===== config.mk =====
export PLATFORM = sky130hd
export DESIGN_NAME = idu_pipe
export DESIGN_NICKNAME = d
export VERILOG_FILES = /design/src/rtl/idu_pipe.sv
export SDC_FILE = /design/constraint.sdc
export NUM_CORES = 1
export LEC_CHECK = 0
export CAP_MARGIN = 40
export CELL_PAD_IN_SITES_DETAIL_PLACEMENT = 1
export CELL_PAD_IN_SITES_GLOBAL_PLACEMENT = 1
export CORE_MARGIN = 1.5
export CORE_UTILIZATION = 31
export CTS_CLUSTER_DIAMETER = 80
export DETAILED_ROUTE_END_ITERATION = 16
export PLACE_DENSITY_LB_ADDON = 0.1
export SYNTH_ARGS = -nofsm -noshare
export SYNTH_HDL_FRONTEND = slang
export SYNTH_SLANG_ARGS = --single-unit

===== constraint.sdc =====
create_clock -name clk -period 11.5 [get_ports clk]
set_input_delay 1.15 -clock clk [delete_from_list [all_inputs] [get_ports clk]]
set_output_delay 1.15 -clock clk [all_outputs]
set_load 0.01 [all_outputs]

===== src/rtl/idu_pipe.sv =====
// idu_pipe: RV32I decode stage between IFU and EXU.
// Registered decode with a two-entry skid buffer, flush and illegal flagging.
module idu_pipe #(
    parameter int XLEN    = 32,
    parameter bit SKID_EN = 1'b1
) (
    input  logic            clk,
    input  logic            rst,
    input  logic            in_valid,
    output logic            in_ready,
    input  logic [31:0]     in_inst,
    input  logic [XLEN-1:0] in_pc,
    input  logic            flush,
    output logic            out_valid,
    input  logic            out_ready,
    output logic [XLEN-1:0] out_pc,
    output logic [4:0]      out_rs1,
    output logic [4:0]      out_rs2,
    output logic [4:0]      out_rd,
    output logic [2:0]      out_funct3,
    output logic [XLEN-1:0] out_imm,
    output logic [5:0]      out_inst_type,
    output logic [3:0]      out_alu_op,
    output logic            out_alusrc1,
    output logic            out_alusrc2,
    output logic            out_reg_write,
    output logic            out_mem_read,
    output logic            out_mem_write,
    output logic            out_memtoreg,
    output logic            out_branch,
    output logic            out_jump,
    output logic            out_illegal
);
    localparam logic [6:0] OPC_OP     = 7'b0110011;
    localparam logic [6:0] OPC_OPIMM  = 7'b0010011;
    localparam logic [6:0] OPC_LOAD   = 7'b0000011;
    localparam logic [6:0] OPC_STORE  = 7'b0100011;
    localparam logic [6:0] OPC_BRANCH = 7'b1100011;
    localparam logic [6:0] OPC_LUI    = 7'b0110111;
    localparam logic [6:0] OPC_AUIPC  = 7'b0010111;
    localparam logic [6:0] OPC_JAL    = 7'b1101111;
    localparam logic [6:0] OPC_JALR   = 7'b1100111;

    localparam logic [5:0] T_I = 6'b100000;
    localparam logic [5:0] T_R = 6'b010000;
    localparam logic [5:0] T_S = 6'b001000;
    localparam logic [5:0] T_B = 6'b000100;
    localparam logic [5:0] T_U = 6'b000010;
    localparam logic [5:0] T_J = 6'b000001;

    localparam logic [3:0] ALU_ADD   = 4'd0;
    localparam logic [3:0] ALU_SUB   = 4'd1;
    localparam logic [3:0] ALU_SLL   = 4'd2;
    localparam logic [3:0] ALU_SLT   = 4'd3;
    localparam logic [3:0] ALU_SLTU  = 4'd4;
    localparam logic [3:0] ALU_XOR   = 4'd5;
    localparam logic [3:0] ALU_SRL   = 4'd6;
    localparam logic [3:0] ALU_SRA   = 4'd7;
    localparam logic [3:0] ALU_OR    = 4'd8;
    localparam logic [3:0] ALU_AND   = 4'd9;
    localparam logic [3:0] ALU_PASSB = 4'd10;

    typedef struct packed {
        logic [XLEN-1:0] pc;
        logic [4:0]      rs1;
        logic [4:0]      rs2;
        logic [4:0]      rd;
        logic [2:0]      funct3;
        logic [XLEN-1:0] imm;
        logic [5:0]      inst_type;
        logic [3:0]      alu_op;
        logic            alusrc1;
        logic            alusrc2;
        logic            reg_write;
        logic            mem_read;
        logic            mem_write;
        logic            memtoreg;
        logic            branch;
        logic            jump;
        logic            illegal;
    } ent_t;

    // alt selects SUB/SRA over ADD/SRL where funct7[5] applies
    function automatic logic [3:0] alu_sel(input logic [2:0] f, input logic alt);
        case (f)
            3'b000:  alu_sel = alt ? ALU_SUB : ALU_ADD;
            3'b001:  alu_sel = ALU_SLL;
            3'b010:  alu_sel = ALU_SLT;
            3'b011:  alu_sel = ALU_SLTU;
            3'b100:  alu_sel = ALU_XOR;
            3'b101:  alu_sel = alt ? ALU_SRA : ALU_SRL;
            3'b110:  alu_sel = ALU_OR;
            default: alu_sel = ALU_AND;
        endcase
    endfunction

    logic [6:0]      opc;
    logic [2:0]      f3;
    logic [6:0]      f7;
    logic [XLEN-1:0] imm_i, imm_s, imm_b, imm_u, imm_j;

    assign opc   = in_inst[6:0];
    assign f3    = in_inst[14:12];
    assign f7    = in_inst[31:25];
    assign imm_i = XLEN'($signed(in_inst[31:20]));
    assign imm_s = XLEN'($signed({in_inst[31:25], in_inst[11:7]}));
    assign imm_b = XLEN'($signed({in_inst[31], in_inst[7], in_inst[30:25],
                                  in_inst[11:8], 1'b0}));
    assign imm_u = XLEN'($signed({in_inst[31:12], 12'b0}));
    assign imm_j = XLEN'($signed({in_inst[31], in_inst[19:12], in_inst[20],
                                  in_inst[30:21], 1'b0}));

    ent_t dec;
    logic ok;

    // Combinational decode of the offered instruction
    always_comb begin
        dec        = '0;
        ok         = 1'b0;
        dec.funct3 = f3;
        case (opc)
            OPC_OP: begin
                ok = (f7 == 7'b0000000) ||
                     (f7 == 7'b0100000 && (f3 == 3'b000 || f3 == 3'b101));
                dec.inst_type = T_R;
                dec.rs1       = in_inst[19:15];
                dec.rs2       = in_inst[24:20];
                dec.rd        = in_inst[11:7];
                dec.alu_op    = alu_sel(f3, f7[5]);
                dec.reg_write = 1'b1;
            end
            OPC_OPIMM: begin
                if (f3 == 3'b001)
                    ok = (f7 == 7'b0000000);
                else if (f3 == 3'b101)
                    ok = (f7 == 7'b0000000) || (f7 == 7'b0100000);
                else
                    ok = 1'b1;
                dec.inst_type = T_I;
                dec.rs1       = in_inst[19:15];
                dec.rd        = in_inst[11:7];
                dec.imm       = imm_i;
                dec.alu_op    = alu_sel(f3, (f3 == 3'b101) && f7[5]);
                dec.alusrc2   = 1'b1;
                dec.reg_write = 1'b1;
            end
            OPC_LOAD: begin
                ok = (f3 != 3'b011) && (f3 != 3'b110) && (f3 != 3'b111);
                dec.inst_type = T_I;
                dec.rs1       = in_inst[19:15];
                dec.rd        = in_inst[11:7];
                dec.imm       = imm_i;
                dec.alu_op    = ALU_ADD;
                dec.alusrc2   = 1'b1;
                dec.reg_write = 1'b1;
                dec.mem_read  = 1'b1;
                dec.memtoreg  = 1'b1;
            end
            OPC_STORE: begin
                ok = !f3[2] && (f3 != 3'b011);
                dec.inst_type = T_S;
                dec.rs1       = in_inst[19:15];
                dec.rs2       = in_inst[24:20];
                dec.imm       = imm_s;
                dec.alu_op    = ALU_ADD;
                dec.alusrc2   = 1'b1;
                dec.mem_write = 1'b1;
            end
            OPC_BRANCH: begin
                ok = (f3 != 3'b010) && (f3 != 3'b011);
                dec.inst_type = T_B;
                dec.rs1       = in_inst[19:15];
                dec.rs2       = in_inst[24:20];
                dec.imm       = imm_b;
                dec.branch    = 1'b1;
                if (!f3[2])
                    dec.alu_op = ALU_SUB;
                else if (!f3[1])
                    dec.alu_op = ALU_SLT;
                else
                    dec.alu_op = ALU_SLTU;
            end
            OPC_LUI: begin
                ok = 1'b1;
                dec.inst_type = T_U;
                dec.rd        = in_inst[11:7];
                dec.imm       = imm_u;
                dec.alu_op    = ALU_PASSB;
                dec.alusrc2   = 1'b1;
                dec.reg_write = 1'b1;
            end
            OPC_AUIPC: begin
                ok = 1'b1;
                dec.inst_type = T_U;
                dec.rd        = in_inst[11:7];
                dec.imm       = imm_u;
                dec.alu_op    = ALU_ADD;
                dec.alusrc1   = 1'b1;
                dec.alusrc2   = 1'b1;
                dec.reg_write = 1'b1;
            end
            OPC_JAL: begin
                ok = 1'b1;
                dec.inst_type = T_J;
                dec.rd        = in_inst[11:7];
                dec.imm       = imm_j;
                dec.jump      = 1'b1;
                dec.reg_write = 1'b1;
            end
            OPC_JALR: begin
                ok = (f3 == 3'b000);
                dec.inst_type = T_I;
                dec.rs1       = in_inst[19:15];
                dec.rd        = in_inst[11:7];
                dec.imm       = imm_i;
                dec.alu_op    = ALU_ADD;
                dec.alusrc2   = 1'b1;
                dec.jump      = 1'b1;
                dec.reg_write = 1'b1;
            end
            default: ok = 1'b0;
        endcase
        if (!ok) begin
            dec         = '0;
            dec.illegal = 1'b1;
        end
        dec.pc = in_pc;
    end

    ent_t main_q, main_d, skid_q, skid_d;
    logic main_v_q, main_v_d, skid_v_q, skid_v_d;
    logic accept, consume;

    assign in_ready = SKID_EN ? !skid_v_q : (!main_v_q || out_ready);
    assign accept   = in_valid && in_ready && !flush;
    assign consume  = main_v_q && out_ready;

    // Main/skid next state; skid only fills while main is stalled
    always_comb begin
        main_d   = main_q;
        skid_d   = skid_q;
        main_v_d = main_v_q;
        skid_v_d = skid_v_q;
        if (flush) begin
            main_v_d = 1'b0;
            skid_v_d = 1'b0;
        end else if (consume) begin
            if (skid_v_q) begin
                main_d   = skid_q;
                skid_v_d = 1'b0;
            end else if (accept) begin
                main_d = dec;
            end else begin
                main_v_d = 1'b0;
            end
        end else if (!main_v_q) begin
            if (accept) begin
                main_d   = dec;
                main_v_d = 1'b1;
            end
        end else if (accept && SKID_EN) begin
            skid_d   = dec;
            skid_v_d = 1'b1;
        end
    end

    // Buffer registers, cleared asynchronously on reset
    always_ff @(posedge clk or posedge rst) begin
        if (rst) begin
            main_q   <= '0;
            skid_q   <= '0;
            main_v_q <= 1'b0;
            skid_v_q <= 1'b0;
        end else begin
            main_q   <= main_d;
            skid_q   <= skid_d;
            main_v_q <= main_v_d;
            skid_v_q <= skid_v_d;
        end
    end

    assign out_valid     = main_v_q;
    assign out_pc        = main_q.pc;
    assign out_rs1       = main_q.rs1;
    assign out_rs2       = main_q.rs2;
    assign out_rd        = main_q.rd;
    assign out_funct3    = main_q.funct3;
    assign out_imm       = main_q.imm;
    assign out_inst_type = main_q.inst_type;
    assign out_alu_op    = main_q.alu_op;
    assign out_alusrc1   = main_q.alusrc1;
    assign out_alusrc2   = main_q.alusrc2;
    assign out_reg_write = main_q.reg_write;
    assign out_mem_read  = main_q.mem_read;
    assign out_mem_write = main_q.mem_write;
    assign out_memtoreg  = main_q.memtoreg;
    assign out_branch    = main_q.branch;
    assign out_jump      = main_q.jump;
    assign out_illegal   = main_q.illegal;
endmodule

# Yosys cells after proc, flatten, opt, wreduce, memory -nomap -nowiden
# Cells that the tools add are included.
# op_classes
eq_ne	23
muxes	39
n_bitwise	2
n_reduce_logical	31
# ops
cell	count
101-bit two-way mux	4
32-bit one-hot mux with 5 select lines	1
69-bit two-way mux	1
4-bit one-hot mux with 7 select lines	2
6-bit one-hot mux with 6 select lines	1
7-bit by 6-bit == test with 1-bit output (second input constant)	4
1-bit two-way mux	23
7-bit == test (second input constant)	3
4-bit one-hot mux with 4 select lines	1
5-bit two-way mux	3
7-bit by 5-bit == test with 1-bit output (second input constant)	2
3-bit != test (second input constant)	4
6-bit OR reduction	2
3-bit == test (second input constant)	3
1-bit logical AND	9
3-bit OR reduction	3
7-bit by 2-bit == test with 1-bit output (second input constant)	1
7-bit logical NOT	1
1-bit one-hot mux with 7 select lines	1
7-bit OR reduction	1
3-bit by 2-bit == test with 1-bit output (second input constant)	2
3-bit by 2-bit != test with 1-bit output (second input constant)	2
2-bit AND reduction	3
3-bit nonzero test	2
10 further kinds	16
# word_totals
ff_bits	204
in_bits	69
output_inout_bits	103
word_cells	131

# Logic depth before layout (Yosys ltp)
# logic_depth
word_depth	9
ltp_mapped	9
ltp_nobuf	6

# Least setup slack after synthesis
# No wires, ideal clock.
# synth_path
path_type	input -> register
start	in in_inst[26]
end	reg main_q (netlist bit out_rd[0])
setup_ns	0.087
t_arrival_ns	2.683
t_required_ns	11.413
slack_ns	8.730
cell_stages	7
path_buffers	1
path_cell_list	or4_4 -> o41ai_2 -> a211oi_2 -> and3_4 -> and2_4 -> buf_6 -> a211oi_2
# synth_between
elab_chain_cells	9
elab_cells_between_ends	13
classes_between	eq/ne (1); mux (8); reduce/logical (4)
# synth_lines
item	line	rtl
start, declared	11	input logic [31:0] in_inst,
7-bit by 6-bit == test with 1-bit output or 7-bit logical NOT (tied branches)	-	
1-bit logical OR	136	ok = (f7 == 7'b0000000) || (f7 == 7'b0100000);
1-bit two-way mux	135	else if (f3 == 3'b101)
1-bit two-way mux	133	if (f3 == 3'b001)
1-bit one-hot mux with 7 select lines (*)	121	case (opc)
69-bit two-way mux (*)	223	if (!ok) begin
101-bit two-way mux (*)	251, 257	
101-bit two-way mux (on tied branches)	256, 248	
101-bit two-way mux (*)	247	end else if (consume) begin
end signal, assigned	275	main_q <= main_d;
end, declared	230	ent_t main_q, main_d, skid_q, skid_d;
# Every way passes the cells marked *; elsewhere a longest branch is shown, timed or not. The select of a mux whose other input is x is not followed.
# A chain may end at the register's enable or synchronous reset.

# Final worst setup path
# layout_path
start	in in_inst[2]
end	reg skid_q[39] (netlist name)
# layout_between
elab_chain_cells	4
elab_cells_between_ends	15
classes_between	eq/ne (9); mux (3); reduce/logical (3)
# layout_lines
item	line	rtl
7-bit == test (tied with other cells)	121	
3-bit OR reduction (no line) or 2-bit OR reduction (tied branches)	-	
1-bit one-hot mux with 7 select lines or 32-bit one-hot mux with 5 select lines (tied branches)	121	
69-bit two-way mux (*)	223	
end signal, assigned	276	skid_q <= skid_d;
end, declared	230	
# Every way passes the cells marked *; elsewhere a longest branch is shown, timed or not.

==> impl_metrics.yaml <==
synthesis:
  syn_area_um2: 8860
  synth_edf_count: 0
  synth_fp_nets: 998
  synthDistinctLibCells: 56
  synth.top_cells.by_area: "dfrtp_1 57%, nand2_1 8.0%, o22ai_1 6.8%"
  synth-seq-cells: 201
  yosysTopAreaCell: "dfrtp_1"
  ys_dominant_reg_cell: "dfrtp_1"
  yosys-top-cells-count: "201 x dfrtp_1, 188 x nand2_1, 97 x o22ai_1, 69 x a21oi_1, 68 x nor2_1"
  synth.most_common_cell: "dfrtp_1"
  synthCells: 929
  syn_avg_cell_area_um2: 9.54
  synth_seq_area_share: 0.568
  synth_top_area_frac: 0.568
  synthArstFlopShare: 1.00
  yosys_warnings: 0
clocking:
  cts.sinks: 201
  insertion_delay_ps: 520
  htreeDepth: 1
  cts_buffers: 24
  cts_tree: "yes"
  clk_pin_slew_ps: 60
  clockBufferDepth: 3
  ctsResizeCount: 0
  postCtsSetupBuffers: 0
  cts_hold_buf: 0
  root_buffer: "clkbuf_16"
cells_and_area:
  nNetsFinal: 1138
  area_growth_pct: 31.7
  fill_cells: 3206
  stdcell_count: 1465
  drive_gt1_frac: 0.111
critical_path:
  cp_max_fo: 25
  arrival_ps: 4410
  critPathSlowestCell: "clkdlybuf4s50_1"
  crit_chain: "clkdlybuf4s50_1 -> and4bb_1 -> and4b_1 -> a211oi_2 -> nand4_2 -> buf_4 -> o21ai_0 -> o21ai_0"
  rrSetupSlack_ps: 8700
  start_kind: "input pin"
  worstSetupPathType: "in -> reg"
  slowest_delay_ps: 730
  path_delay_family: "simple AND/OR/NAND/NOR gates"
  cp_data_required_time_ps: 11870
  cpMostUsedCell: "o21ai_0"
  crit_buf_inv: 2
  critPathCaptureType: "register"
floorplan:
  core_um2: 27900
  die_area_um2: 29600
  die_w_um: 172
  start_util: 0.317
  rows: 61
  die_h_um: 172
  io_pins: 172
placed_design:
  routabilityCongestion: 0.876
  dp_slack_ps: 6940
  io_buffers: 171
  dp.cells: 1421
  dp_hpwl_mm: 19.1
sta:
  finalClockSkew_ps: 10.1
  slew_violations: 0
  setup_viol: 0
  fin_ws_ps: 7460
  fmax_mhz: 247
  fin_crit_ps: 4040
  tns_ps: 0
  tightest_slew_ps: 840
  finalCritPeriodShare: 0.352
  slew_headroom: 0.439
  rsz0062_at_grt: "false"
  timing.final.hold_violations: 0
run:
  cap_violations: 0
drt:
  drtPass1Iterations: 4
  vias: 7428
  drt-vias-per-instance: 5.07
  drtIter0Drc: 467
  routedWlPerCell_um: 20.1
  routed_wl_mm: 29.4
  ant_nets: 0
  route.detailed.drc: 0
global_routing:
  grt_overflow: 0
  grtUsageTotal: 0.201
  grt_start_max_net_pins: 92
  antenna_found_initial: 1
  grt_pass1_wl_mm: 45.7
  grt_pass1_vias: 7620
power_and_ir_drop:
  ir_worst_vdd_v: 0.0000920
  leakagePower_nw: 5.01
  p_per_area_nw_per_um2: 177
hold_path:
  hp-class: "reg -> reg"
run_status:
  status: "complete, no violations"
## kinds of logic (layout without fill, tap and decap cells)
logic type                Yosys count  in the layout  synth area share
and+or+nand+nor                   331            331             0.164
AOI/OAI and AO/OA                 315            315             0.223
DFF                               201            201             0.568
buffers and inverters              78            235            0.0407
muxes                               3              3           0.00367
xor gates and xnor gates            1              1          0.000988
other                               0              1                 0
## per-layer routing
layer / up-vias / part of all wire / global-route usage
li1: 3543 / - / -
met1: 3697 / 0.49 / 0.297
met2: 156 / 0.44 / 0.305
met3: 32 / 0.050 / 0.0382
met4: 0 / 0.014 / 0.0401
met5: - / 0 / 0
## report_power, final
part	internal [mW]	switching, mW
sequential	0.820	0.0699
clock	0.434	0.299
combinational	0.238	0.203
total	1.49	0.572
## tightest hold or removal path: stages, from the launching register on
cell     delay, ps
dfrtp_1        340
nand2_1         50
nand2_1         50
## layout by cell type (no fill, tap or decap), types with 6 or more instances in the layout
cell / instances
dfrtp_1: 201
nand2_1: 187
clkdlybuf4s50_1: 171
o22ai_1: 97
a21oi_1: 68
nor2_1: 65
o21ai_0: 50
a21oi_2: 25
clkbuf_16: 25
nand2_2: 24
o21ai_1: 24
a21o_1: 17
nand3_1: 14
buf_4: 11
a22o_1: 10
clkbuf_1: 9
inv_1: 7
a211oi_2: 6
## flip-flops by register name, indices dropped and copies added (netlist names), 3 cells and up
register and count:
out_rs2 5, out_rs1 5, out_funct3 3, out_rd 5, out_imm 32, skid_q 98, out_pc 32, out_alu_op 4
out_inst_type 6
## path summary, 6_finish.rpt
kind,start,end,cells after the start
setup / recovery,in_inst[2],skid_q[39],8
min in group asynchronous,rst,out_rd[1],2
hold reg to reg,skid_q[87],skid_q[87],2
hold / removal,skid_q[87],skid_q[87],2
setup reg to reg,out_valid,out_imm[22],7
max in group asynchronous,rst,out_funct3[2],3
## stage by stage
| step | hold slack (ps) | utilization | power [mW] | instance area, µm² |
|---|---|---|---|---|
| after floorplan | 445 | - | 1.09 | 8860 |
| after global placement | 459 | 0.389 | 1.34 | 10900 |
| after detailed placement | 463 | 0.391 | 1.35 | 10900 |
| after CTS | 478 | 0.418 | 2.10 | 11700 |
| after global routing | 501 | 0.418 | 2.18 | 11700 |
| final | 476 | 0.418 | 2.06 | 11700 |
## final cells by class
| cell class | count | area (µm²) | area share |
|---|---|---|---|
| multi-input cells | 650 | 3520 | 0.302 |
| clock buffers | 36 | 687 | 0.0589 |
| flip-flops and latches | 201 | 5030 | 0.431 |
| well taps | 378 | 473 | 0.0405 |
| clock inverters | 7 | 63.8 | 0.00547 |
| inverters | 8 | 37.5 | 0.00322 |
| diodes | 1 | 2.50 | 0.000214 |
| repair buffers | 184 | 1850 | 0.158 |
Note: power is estimated with default switching activity, not from simulation.
